File: config.mk
export PLATFORM = sky130hd
export DESIGN_NAME = gpioemu_bus_seq
export DESIGN_NICKNAME = d
export VERILOG_FILES = /design/src/rtl/gpioemu_bus_seq.sv
export SDC_FILE = /design/constraint.sdc
export NUM_CORES = 1
export LEC_CHECK = 0
export CORE_MARGIN = 10
export CORE_UTILIZATION = 50
export DETAILED_ROUTE_END_ITERATION = 10
export DONT_BUFFER_PORTS = 1
export GPL_ROUTABILITY_DRIVEN = 0
export GPL_TIMING_DRIVEN = 0
export REMOVE_ABC_BUFFERS = 1
export SKIP_LAST_GASP = 1
export SYNTH_ARGS = -nofsm -noshare
export SYNTH_HDL_FRONTEND = slang
export SYNTH_SLANG_ARGS = --single-unit
File: constraint.sdc
create_clock -name clk -period 6.7 [get_ports clk]
set_clock_uncertainty 0.2 [all_clocks]
set_input_delay 1.34 -clock clk [delete_from_list [all_inputs] [get_ports clk]]
set_output_delay 1.34 -clock clk [all_outputs]
set_load 0.1 [all_outputs]
File: src/rtl/gpioemu_bus_seq.sv
// Bus-master sequencer for the GPIO multiplier/popcount peripheral: turns operand
// pairs into a register-bus write/start/poll/read sequence and returns one result each.
module gpioemu_bus_seq #(
   parameter int          START_WAIT = 4,
   parameter int          POLL_LIMIT = 16,
   parameter logic [15:0] ADDR_A1    = 16'h037F,
   parameter logic [15:0] ADDR_A2    = 16'h0388,
   parameter logic [15:0] ADDR_CTRL  = 16'h03A0,
   parameter logic [15:0] ADDR_W     = 16'h0390,
   parameter logic [15:0] ADDR_L     = 16'h0398
) (
   input  logic        clk,
   input  logic        reset,
   input  logic        cmd_valid,
   output logic        cmd_ready,
   input  logic [23:0] cmd_a1,
   input  logic [23:0] cmd_a2,
   output logic        res_valid,
   input  logic        res_ready,
   output logic [31:0] res_w,
   output logic [23:0] res_ones,
   output logic        res_ovf,
   output logic        res_timeout,
   output logic [15:0] saddress,
   output logic        swr,
   output logic        srd,
   output logic [31:0] sdata_wr,
   input  logic [31:0] sdata_rd,
   output logic        busy,
   output logic [15:0] op_count
);

   // Handshakes: a transfer happens on a rising edge where valid and ready are both high;
   // valid never depends on ready, and payloads stay stable while valid waits for ready.
   typedef enum logic [3:0] {
      S_IDLE, S_WR_A1, S_WR_A2, S_WR_CTRL, S_WAIT, S_POLL, S_RD_W, S_RD_L, S_OUT
   } state_t;
   typedef enum logic [1:0] {PH_SETUP, PH_STROBE, PH_HOLD} phase_t;

   localparam logic [15:0] WAIT_LAST = 16'(START_WAIT - 1);
   localparam logic [15:0] POLL_LAST = 16'(POLL_LIMIT - 1);

   state_t      state, state_d;
   phase_t      phase, phase_d;
   logic [15:0] wait_cnt, wait_cnt_d, poll_cnt, poll_cnt_d;
   logic [23:0] a2_q, a2_d;
   logic [15:0] saddress_d, op_count_d;
   logic        swr_d, srd_d, res_valid_d, res_ovf_d, res_timeout_d;
   logic [31:0] sdata_wr_d, res_w_d;
   logic [23:0] res_ones_d;
   logic        is_wr;

   assign cmd_ready = (state == S_IDLE);
   assign busy      = (state != S_IDLE);
   assign is_wr     = (state == S_WR_A1) || (state == S_WR_A2) || (state == S_WR_CTRL);

   always_ff @(posedge clk) begin
      if (reset) begin
         state       <= S_IDLE;
         phase       <= PH_SETUP;
         wait_cnt    <= '0;
         poll_cnt    <= '0;
         a2_q        <= '0;
         saddress    <= '0;
         swr         <= 1'b0;
         srd         <= 1'b0;
         sdata_wr    <= '0;
         res_valid   <= 1'b0;
         res_w       <= '0;
         res_ones    <= '0;
         res_ovf     <= 1'b0;
         res_timeout <= 1'b0;
         op_count    <= '0;
      end else begin
         state       <= state_d;
         phase       <= phase_d;
         wait_cnt    <= wait_cnt_d;
         poll_cnt    <= poll_cnt_d;
         a2_q        <= a2_d;
         saddress    <= saddress_d;
         swr         <= swr_d;
         srd         <= srd_d;
         sdata_wr    <= sdata_wr_d;
         res_valid   <= res_valid_d;
         res_w       <= res_w_d;
         res_ones    <= res_ones_d;
         res_ovf     <= res_ovf_d;
         res_timeout <= res_timeout_d;
         op_count    <= op_count_d;
      end
   end

   always_comb begin
      state_d       = state;
      phase_d       = phase;
      wait_cnt_d    = wait_cnt;
      poll_cnt_d    = poll_cnt;
      a2_d          = a2_q;
      saddress_d    = saddress;
      swr_d         = 1'b0;
      srd_d         = 1'b0;
      sdata_wr_d    = sdata_wr;
      res_valid_d   = res_valid;
      res_w_d       = res_w;
      res_ones_d    = res_ones;
      res_ovf_d     = res_ovf;
      res_timeout_d = res_timeout;
      op_count_d    = op_count;

      unique case (state)
         S_IDLE: begin
            // a1 rides straight into sdata_wr; only a2 needs its own holding register
            if (cmd_valid) begin
               a2_d          = cmd_a2;
               res_ovf_d     = 1'b0;
               res_timeout_d = 1'b0;
               poll_cnt_d    = '0;
               state_d       = S_WR_A1;
               phase_d       = PH_SETUP;
               saddress_d    = ADDR_A1;
               sdata_wr_d    = {8'h0, cmd_a1};
            end
         end
         S_WR_A1, S_WR_A2, S_WR_CTRL, S_POLL, S_RD_W, S_RD_L: begin
            unique case (phase)
               PH_SETUP: begin
                  phase_d = PH_STROBE;
                  swr_d   = is_wr;
                  srd_d   = ~is_wr;
               end
               PH_STROBE: phase_d = PH_HOLD;
               default: begin
                  // end of HOLD: read data is valid now, and the next access sets up
                  phase_d = PH_SETUP;
                  case (state)
                     S_WR_A1: begin
                        state_d    = S_WR_A2;
                        saddress_d = ADDR_A2;
                        sdata_wr_d = {8'h0, a2_q};
                     end
                     S_WR_A2: begin
                        state_d    = S_WR_CTRL;
                        saddress_d = ADDR_CTRL;
                        sdata_wr_d = '0;
                     end
                     S_WR_CTRL: begin
                        wait_cnt_d = '0;
                        state_d    = (START_WAIT == 0) ? S_POLL : S_WAIT;
                     end
                     S_POLL: begin
                        if (sdata_rd[1]) begin
                           res_ovf_d  = ~sdata_rd[0];
                           state_d    = S_RD_W;
                           saddress_d = ADDR_W;
                        end else if (poll_cnt == POLL_LAST) begin
                           res_timeout_d = 1'b1;
                           res_ovf_d     = 1'b0;
                           res_w_d       = '0;
                           res_ones_d    = '0;
                           res_valid_d   = 1'b1;
                           state_d       = S_OUT;
                        end else begin
                           poll_cnt_d = poll_cnt + 16'd1;
                        end
                     end
                     S_RD_W: begin
                        res_w_d    = sdata_rd;
                        state_d    = S_RD_L;
                        saddress_d = ADDR_L;
                     end
                     S_RD_L: begin
                        res_ones_d  = sdata_rd[23:0];
                        res_valid_d = 1'b1;
                        state_d     = S_OUT;
                     end
                     default: state_d = S_IDLE;
                  endcase
               end
            endcase
         end
         S_WAIT: begin
            if (wait_cnt == WAIT_LAST) begin
               state_d    = S_POLL;
               phase_d    = PH_SETUP;
               saddress_d = ADDR_CTRL;
            end else begin
               wait_cnt_d = wait_cnt + 16'd1;
            end
         end
         S_OUT: begin
            if (res_ready) begin
               res_valid_d = 1'b0;
               op_count_d  = op_count + 16'd1;
               state_d     = S_IDLE;
            end
         end
         default: state_d = S_IDLE;
      endcase
   end

endmodule
==> summary.md, run 1 <==
| Metric | Value |
|---|---|
| Crit. Startpoint | `state[1]` |
| Die Height | `140 um` |
| CP Class | `reg2out` |
| Core box area | `14000 um2` |
| Global route overflow | `0` |
| Arr. time, crit path | `2140 ps` |
| Distinct cell type count after synthesis | `53` |
| Vias in the first global route | `5567` |
| Initial DRC count | `370` |
| DRC | `0` |
| DP HPWL | `13600 um` |
| DR pass1 iterations | `4` |
| Synth cell count leaders | `169 x dfxtp_1, 112 x nand2_1, 110 x a21oi_1` |
| Final hold violation count | `0` |
| CP peak stage delay | `860 ps` |
| CP Max Fanout | `40` |
| Pins Over Slew Limit | `0` |
| Drt via density | `between 5 and 6` |
| Max-cap violation count | `0` |
| Layout cell share with drive strength beyond 1 | `between 6 and 7%` |
| Die area | `approximately 20000 um2` |
| Worst VDD drop | `181 uV` |
| Power Dens Cells | `between 400 and 500 nW/um2` |
| Cell Count, Final, Fillers Out | `1028` |
| Slew margin rel. | `24.0%` |
| Final Critical Period | `3680 ps` |
| Nets | `922` |
| Reg clk slew, reported paths | `approximately 70 ps` |
| Cell chain of the critical path | `nor4_2, inv_1` |
| Slowest cell on crit path | `dfxtp_2` |
| # resized after CTS | `0` |
| Least-Margin Pin Slew | `1140 ps` |
| R2r startpoint | `state[1]` |
| Max Root-Sink Buffers | `2` |
| Top-count cell post-synth | `dfxtp_1` |
| Setup TNS Final | `0 ps` |
| DIE WIDTH | `~140 um` |
| Final wirelength | `19500 um` |
| Cell accounting for the most synthesized area | `dfxtp_1` |
| Global-route wire length before repair | `30400 um` |
| Ys flop type | `dfxtp_1` |
| Post-CTS setup buffers | `0` |
| Syn Std Cell Area | `7210 um2` |
| Register area share after synthesis | `46.9%` |
| Avg Inst Size Synth | `about 8.2 um2` |
| Initial cell density of the core | `51.5%` |
| Vias | `6096` |
| Syn Inst Count | `877` |
| # setup viols final | `0` |
| # IOs | `211` |
| Area grow syn2layout | `8.59%` |
| Startpoint Class | `register` |
| Worst path bufs/invs | `1` |
| Period utilization | `54.9%` |
| Design area | `between 7000 and 8000 um2` |
| Outcome | `finished, final reports clean` |
| Dpl cells | `996` |
| Fmax | `0.272 GHz` |
| #FFs+latches synth | `169` |
| Antenna-violating nets left | `0` |
| Clk root buf | `clkbuf_16` |
| Clock sink total | `approximately 170` |
| Yosys warns | `0` |
| Largest net degree at the start of global routing | `152` |
| # rows | `43` |
| Clock tree from TritonCTS | `yes` |
| Yosys top cell area share | `a little under half` |
| RSZ-0062 raised after global routing | `false` |
| ANT cells | `0` |
| Clk Latency, worst-skew pair | `430 ps` |
| Hold_buf cts | `0` |
| Initial antenna violation count | `0` |
| Main area contributors after synthesis | `dfxtp_1 47%, a21oi_1 7.6%, nand2_1 5.8%, o21ai_0 4.9%, nor2_1 3.7%` |
| Post-synth EDFFs | `0` |
| Post-Place Cell Area | `7220 um2` |
| PortBufs | `0` |
| Crit-path leading delay family | `flip-flops` |
| Setup crit end kind | `output port` |
| Global Route Usage Sum | `18.8%` |
| Critical Path RT | `5160 ps` |
| Async SR Flop Fraction | `0%` |
| Leakage Power | `~2.6 nW` |
| Drt wl/cell | `19.0 um` |
| Num CTS Buffers | `17` |
| HP Start | `a2_q[22]` |
| Min-Delay Path Class | `reg2reg` |
| H-tree depth | `4` |
| Filler cell count | `1288` |
## final timing paths
path                  end  slack, ps  depth (start not counted)
max                  busy       3020                          2
min              a2_q[22]        250                          2
max reg2reg  poll_cnt[12]       3350                          5
min reg2reg      a2_q[22]        250                          2
## worst reg2reg max path: cells and delay by family, from the launching register on
kind             cells  cell delay (ps)
flip-flops           1              860
AND/OR/NAND/NOR      5             2240
## through the flow
step | power, mW | hold WS [ps] | worst slack [ps] | util [%]
2_1_floorplan | 2.28 | 230 | -214 | -
3_3_place_gp | 2.44 | 237 | -804 | 50.6
3_5_place_dp | 2.51 | 240 | 2820 | 51.6
4_1_cts | 3.52 | 250 | 2470 | 55.9
5_1_grt | 3.64 | 264 | 2890 | 56.0
6_report | 3.49 | 251 | 3020 | 56.0
## layout by cell type, fill, tap and decap left out, types with 8 or more instances in the layout
master / synthesis / routed
a211oi_1: 26 / 25
a21oi_1: 110 / 108
a22oi_1: 25 / 25
clkbuf_16: 0 / 17
conb_1: 1 / 14
dfxtp_1: 169 / 166
inv_1: 10 / 10
nand2_1: 112 / 112
nand2b_1: 12 / 12
nand3_1: 44 / 44
nand4_1: 16 / 16
nor2_1: 71 / 69
nor4_1: 9 / 8
o21ai_0: 71 / 71
or3_1: 13 / 13
xnor2_1: 8 / 8
xor2_1: 16 / 16
## state kept, by name, indices dropped and copies added, names as in the netlist
name,flops
res_w,32
a2_q,24
res_ones,24
sdata_wr,24
op_count,16
poll_cnt,16
wait_cnt,16
saddress,6
state,4
phase,2
res_ovf,1
res_timeout,1
res_valid,1
srd,1
swr,1
## power breakdown
part	leakage, nW	internal, mW	switching (mW)
Clock	0.286	0.591	0.417
Sequential	1.37	1.11	0.611
Combinational	0.919	0.220	0.532
## cells by family after synthesis
family	after synthesis	share of synthesized area (%)
other cells	1	0.0520
simple gates	324	21.8
flops	169	46.9
xor+xnor	24	2.92
mux	4	0.573
compound gates	260	21.1
buf+inv	92	6.16
fa+ha+maj	3	0.521
## metal layers
layer / global-route usage [%] / share of wire (%)
met1: 22.1 / 41
met2: 28.6 / 46
met3: 9.53 / 11
met4: 7.28 / 2.1
met5: 0 / 0
## layout make-up
type	instances	area, um2	area share (%)
Clock inverter	13	169	2.16
Inverter	10	37.5	0.480
Clock buffer	19	433	5.53
Multi-Input combinational cell	629	3470	44.3
Tap cell	180	225	2.88
Sequential cell	169	3390	43.3
Timing Repair Buffer	8	106	1.36
Note: power is estimated with default switching activity, not from simulation.
==> run 2, diff against run 1 <==
PLACE_DENSITY = 0.68   (was unset)
clock period = 3.25 ns   (was 6.7 ns; I/O delays follow)
==> summary.md, run 2 (same netlist as run 1, synthesis figures left out) <==
| Metric | Value |
|---|---|
| Outcome | `finished, final reports clean` |
| Drt wl/cell | `19.1 um (+0.62%)` |
| Global-route wire length before repair | `31300 um (+2.8%)` |
| CP peak stage delay | `700 ps (-160 ps)` |
| Arr. time, crit path | `2270 ps (+130 ps)` |
| Num CTS Buffers | `17 (unchanged)` |
| Max Root-Sink Buffers | `2 (unchanged)` |
| DRC | `0 (unchanged)` |
| Setup TNS Final | `0 ps (unchanged)` |
| Setup crit end kind | `output port` |
| Final Critical Period | `3120 ps` |
| Final wirelength | `19600 um (+0.62%)` |
| Leading cell type in the layout, fill and taps excluded | `dfxtp_1` |
| Clk root buf | `clkbuf_16` |
| Layout cell share with drive strength beyond 1 | `7.31% (+0.47 points)` |
| HP Start | `reset` |
| Initial cell density of the core | `51.5% (unchanged)` |
| Antenna-violating nets left | `0 (unchanged)` |
| DIE WIDTH | `140 um (unchanged)` |
| H-tree depth | `4 (unchanged)` |
| Hold Crit Depth | `1 (-1)` |
| RSZ-0062 raised after global routing | `true` |
| Min-Delay Path Class | `in2reg` |
| Startpoint Class | `register` |
| Clock sink total | `169 (unchanged)` |
| Core box area | `14000 um2 (unchanged)` |
| Die Height | `140 um (unchanged)` |
| Leakage Power | `2.60 nW (+0.64%)` |
| Gr busiest metal | `met2` |
| Worst VDD drop | `395 uV (+120%)` |
| Reg2Reg Depth | `6 (+1)` |
| Seq pwr share | `50.6% (+1.1 points)` |
| DR pass1 iterations | `5 (+1)` |
| Switching Share | `45.2% (+0.46 points)` |
| Cell Count, Final, Fillers Out | `1028 (unchanged)` |
| Met1 Use GR | `21.6% (-0.48 points)` |
| Area grow syn2layout | `9.01%` |
| Hold Path Sink | `res_ones[17]` |
| Global route overflow | `0 (unchanged)` |
| Final hold violation count | `0 (unchanged)` |
| CP Class | `reg2out` |
| Most flops, register | `res_w` |
| Most frequent cells in the layout | `166 x dfxtp_1, 111 x nand2_1, 108 x a21oi_1` |
| Internal power | `3.99 mW (+110%)` |
| Initial DRC count | `355 (-4.1%)` |
| Slowest cell on crit path | `nor4_2` |
| Post-CTS setup buffers | `0 (unchanged)` |
| R2R Setup Slk | `280 ps (-3070 ps)` |
| Reg clk slew, reported paths | `70 ps (about the same)` |
| Worst path bufs/invs | `1 (unchanged)` |
| Cell chain of the critical path | `nor4_2, inv_1` |
| Clock tree from TritonCTS | `yes` |
| Sw Pwr | `3.29 mW (+110%)` |
| R2r startpoint | `state[2]` |
| DP HPWL | `13700 um (+0.65%)` |
| # rows | `43 (unchanged)` |
| # setup viols final | `0 (unchanged)` |
| Max-cap violation count | `0 (unchanged)` |
| Pins Over Slew Limit | `0 (unchanged)` |
| Global Route Usage Sum | `19.1% (+0.30 points)` |
| Dpl cells | `996 (unchanged)` |
| Initial antenna violation count | `0 (unchanged)` |
| Largest net degree at the start of global routing | `152 (unchanged)` |
| Logic pwr share | `20.0% (-1.6 points)` |
| Fin util | `56.2% (+0.21 points)` |
| Crit-path leading delay family | `simple AND/OR/NAND/NOR gates` |
| Clock Power Share | `29.5% (+0.6 points)` |
| Met2 Use GR | `30.6% (+2.0 points)` |
| CP Max Fanout | `17 (-57%)` |
| Drt via density | `5.97 (+0.67%)` |
| Slew margin rel. | `23.4% (-0.61 points)` |
| Met3 usage | `9.16% (-0.37 points)` |
| Clk Latency, worst-skew pair | `430 ps (about the same)` |
| Period utilization | `between 90% and 100%` |
| PortBufs | `0 (unchanged)` |
| Nets | `922 (unchanged)` |
| Least-Margin Pin Slew | `1150 ps (+9.14 ps)` |
| Vias in the first global route | `5848 (+5.0%)` |
| Power Dens Cells | `927 nW/um2 (+110%)` |
| Largest register FFs | `32 (unchanged)` |
| Vias | `6137 (+0.67%)` |
| Worst r2r dst | `res_w[22]` |
| # IOs | `211 (unchanged)` |
| Fmax | `0.321 GHz` |
| ANT cells | `0 (unchanged)` |
| Die area | `19600 um2 (unchanged)` |
| Critical Path RT | `2400 ps (-2760 ps)` |
[run 2: cell type report]
| class | count | area (um2) |
|---|---|---|
| Fill cell | 1280 | 6130 |
| Multi-Input combinational cell | 629 | 3480 |
| Sequential cell | 169 | 3390 |
| Clock buffer | 17 | 425 |
| Tap cell | 180 | 225 |
| Clock inverter | 15 | 203 |
| Timing Repair Buffer | 8 | 93.8 |
| Inverter | 10 | 37.5 |
[run 2: stage by stage]
stage | cell area, um2 | power [mW] | hold WS, ps | worst slack [ps]
floorplan | 6850 | 4.68 | 230 | -3100
global placement | 7080 | 4.98 | 237 | -4300
detailed placement | 7210 | 5.18 | 241 | -576
CTS | 7840 | 7.32 | 71.4 | 13.7
global route | 7860 | 7.61 | 61.7 | -10.1
finish | 7860 | 7.28 | 80.3 | 135
[run 2: layer usage]
layer	part of all wire, %	up-vias
met1	39	2922
met2	48	206
met5	0	-
met4	1.9	0
met3	11	25
li1	-	2984
[run 2: how the worst max path moves through the flow]
stage,from,to,slack [ps],cells past startpoint
2_1_floorplan,state[1],poll_cnt[9],-3100,5
3_3_place_gp,state[1],poll_cnt[9],-4300,5
3_5_place_dp,state[1],poll_cnt[12],-580,5
4_1_cts,state[0],poll_cnt[14],10,5
5_1_grt,state[3],busy,-10,2
6_report,state[3],busy,130,2
[run 2: repair_timing]
| item | in CTS | in global routing |
|---|---|---|
| endpoints found under the setup margin | 29 | 27 |
| hold buffers | 0 | 0 |
| pin swaps | 0 | 0 |
| gates resized for setup | 2 | 3 |
[run 2: power groups by stage]
stage | logic [mW] | registers (mW) | clock network, mW
after global placement | 1.27 | 3.71 | 0
after detailed placement | 1.45 | 3.73 | 0
final | 1.45 | 3.68 | 2.15
after CTS | 1.45 | 3.68 | 2.18
after global routing | 1.61 | 3.72 | 2.28
after floorplan | 1.06 | 3.63 | 0
[run 2: worst register-to-register path, stage by stage, from the launching register on]
cell and delay, ps:
dfxtp_1 710, nor2b_1 240, nand2_1 630, nor2_4 640, buf_8 230, nand2_1 80, a21oi_1 150
==> run 3, diff against run 2 <==
CELL_PAD_IN_SITES_DETAIL_PLACEMENT = 1   (was unset)
CELL_PAD_IN_SITES_GLOBAL_PLACEMENT = 2   (was unset)
CORE_UTILIZATION = 36   (was 50)
PLACE_DENSITY = unset   (was 0.68)
PLACE_DENSITY_LB_ADDON = 0.1   (was unset)
clock period = 3.03 ns   (was 3.25 ns; I/O delays follow)
==> summary.md, run 3 (same netlist as run 1, synthesis figures left out) <==
| Metric | Value |
|---|---|
| Final wirelength | `23100 um (+17%)` |
| # setup viols final | `0 (unchanged)` |
| Layout cell share with drive strength beyond 1 | `7.76% (+0.45 points)` |
| Pins Over Slew Limit | `0 (unchanged)` |
| DR pass1 iterations | `4 (-1)` |
| Period utilization | `94.6%` |
| Initial cell density of the core | `36.8% (-15 points)` |
| HP Start | `reset` |
| Leakage Power | `2.59 nW (-0.18%)` |
| Antenna-violating nets left | `0 (unchanged)` |
| H-tree depth | `4 (unchanged)` |
| Critical Path RT | `2220 ps (-180 ps)` |
| Worst path bufs/invs | `1 (unchanged)` |
| Startpoint Class | `register` |
| FF/Latch Area | `3390 um2 (+0.15%)` |
| PortBufs | `0 (unchanged)` |
| Fin util | `40.6% (-16 points)` |
| Drt wl/cell | `20.7 um (+8.3%)` |
| Clock sink total | `169 (unchanged)` |
| CP Max Fanout | `40 (+23)` |
| Min-Delay Path Class | `in2reg` |
| Setup TNS Final | `0 ps (unchanged)` |
| Hold Crit Depth | `1 (unchanged)` |
| DRC | `0 (unchanged)` |
| Slew margin rel. | `22.2% (-1.1 points)` |
| Worst r2r dst | `saddress[6]` |
| Most frequent cells in the layout | `164 x dfxtp_1, 110 x nand2_1, 108 x a21oi_1` |
| Overall Power | `7.76 mW (+6.5%)` |
| Clk Latency, worst-skew pair | `430 ps (about the same)` |
| Clk root buf | `clkbuf_16` |
| Global Route Usage Sum | `17.2% (-1.9 points)` |
| Leading cell type in the layout, fill and taps excluded | `dfxtp_1` |
| R2r startpoint | `wait_cnt[0]` |
| Place WS | `-511 ps (+65.2 ps)` |
| Final hold violation count | `0 (unchanged)` |
| Design area | `7960 um2 (+1.3%)` |
| Fmax | `between 0.3 and 0.4 GHz` |
| # IOs | `211 (unchanged)` |
| DP HPWL | `16100 um (+18%)` |
| Nets | `924 (+0.22%)` |
| Max-cap violation count | `0 (unchanged)` |
| Critical Path Sink | `busy` |
| Hold_buf cts | `0 (unchanged)` |
| Drt via density | `5.55 (-7.0%)` |
| Reg2Reg Depth | `6 (unchanged)` |
| Most flops, register | `res_w` |
| Power Dens Cells | `974 nW/um2 (+5.2%)` |
| Clock tree from TritonCTS | `yes` |
| Global-route wire length before repair | `36400 um (+16%)` |
| PnR worst setup slack | `165 ps (+30.3 ps)` |
| Slowest cell on crit path | `inv_1` |
| Largest net degree at the start of global routing | `152 (unchanged)` |
| Worst VDD drop | `394 uV (-0.41%)` |
| Initial DRC count | `366 (+3.1%)` |
| Final Critical Period | `2860 ps` |
| Area grow syn2layout | `10.4%` |
| Outcome | `finished, final reports clean` |
| ANT cells | `0 (unchanged)` |
| Num CTS Buffers | `17 (unchanged)` |
| Reg clk slew, reported paths | `80 ps (about the same)` |
| Multi-input gate area | `3490 um2 (+0.29%)` |
| Crit-path leading delay family | `buffers and inverters` |
| Vias in the first global route | `6382 (+9.1%)` |
| Die area | `26100 um2 (+33%)` |
| CP peak stage delay | `570 ps (-130 ps)` |
| Filler cell count | `2331 (+82%)` |
| Die Height | `162 um (+15%)` |
| Core box area | `19600 um2 (+40%)` |
| Global route overflow | `0 (unchanged)` |
| Post-Place Cell Area | `7340 um2 (+1.8%)` |
| DIE WIDTH | `162 um (+15%)` |
| CP Class | `reg2out` |
| Worst path depth | `2 (unchanged)` |
| Initial antenna violation count | `0 (unchanged)` |
| R2R Setup Slk | `210 ps (-70 ps)` |
| Crit. Startpoint | `state[1]` |
| # rows | `51 (+19%)` |
| Vias | `6191 (+0.88%)` |
| Setup crit end kind | `output port` |
| Max Root-Sink Buffers | `2 (unchanged)` |
| Arr. time, crit path | `2060 ps (-210 ps)` |
| RSZ-0062 raised after global routing | `true` |
| Least-Margin Pin Slew | `1170 ps (+17.2 ps)` |
| Cell chain of the critical path | `nor4_2, inv_1` |
| Largest register FFs | `32 (unchanged)` |
run 3: per-layer routing:
metal  part of all wire [%]  track usage [%]
met5                      0                0
met4                    1.9             6.24
met3                     11             8.19
met2                     47             27.4
met1                     41             19.6
run 3: timing repair:
action / in CTS / in global routing
pin swaps: 0 / 1
buffers inserted: 0 / 1
resized for setup: 5 / 5
endpoints found under the setup margin: 49 / 63
run 3: report_power, final:
part / internal [mW] / switching [mW]
clock network: 1.17 / 1.01
logic: 0.494 / 1.12
registers: 2.46 / 1.50
total: 4.13 / 3.63
run 3: worst min-delay path by stage:
stage	endpoint
after CTS	res_w[11]
after global placement	a2_q[19]
after detailed placement	a2_q[20]
after floorplan	a2_q[0]
after global routing	res_w[11]
final	res_w[11]
run 3: metrics by stage:
step / cells / hold slack [ps]
after detailed placement: 1082 / 242
after CTS: 1114 / 22.8
final: 1115 / 37.7
after global placement: 1073 / 236
after global routing: 1115 / 17.7
after floorplan: 808 / 230
run 3: area by class of cell:
| type | instances | area share [%] |
|---|---|---|
| clock buffer | 18 | 5.39 |
| clock inverter | 14 | 1.89 |
| inverter | 10 | 0.471 |
| multi-input combinational | 629 | 43.9 |
| sequential | 169 | 42.6 |
| tap | 265 | 4.16 |
| timing repair buffer | 10 | 1.57 |
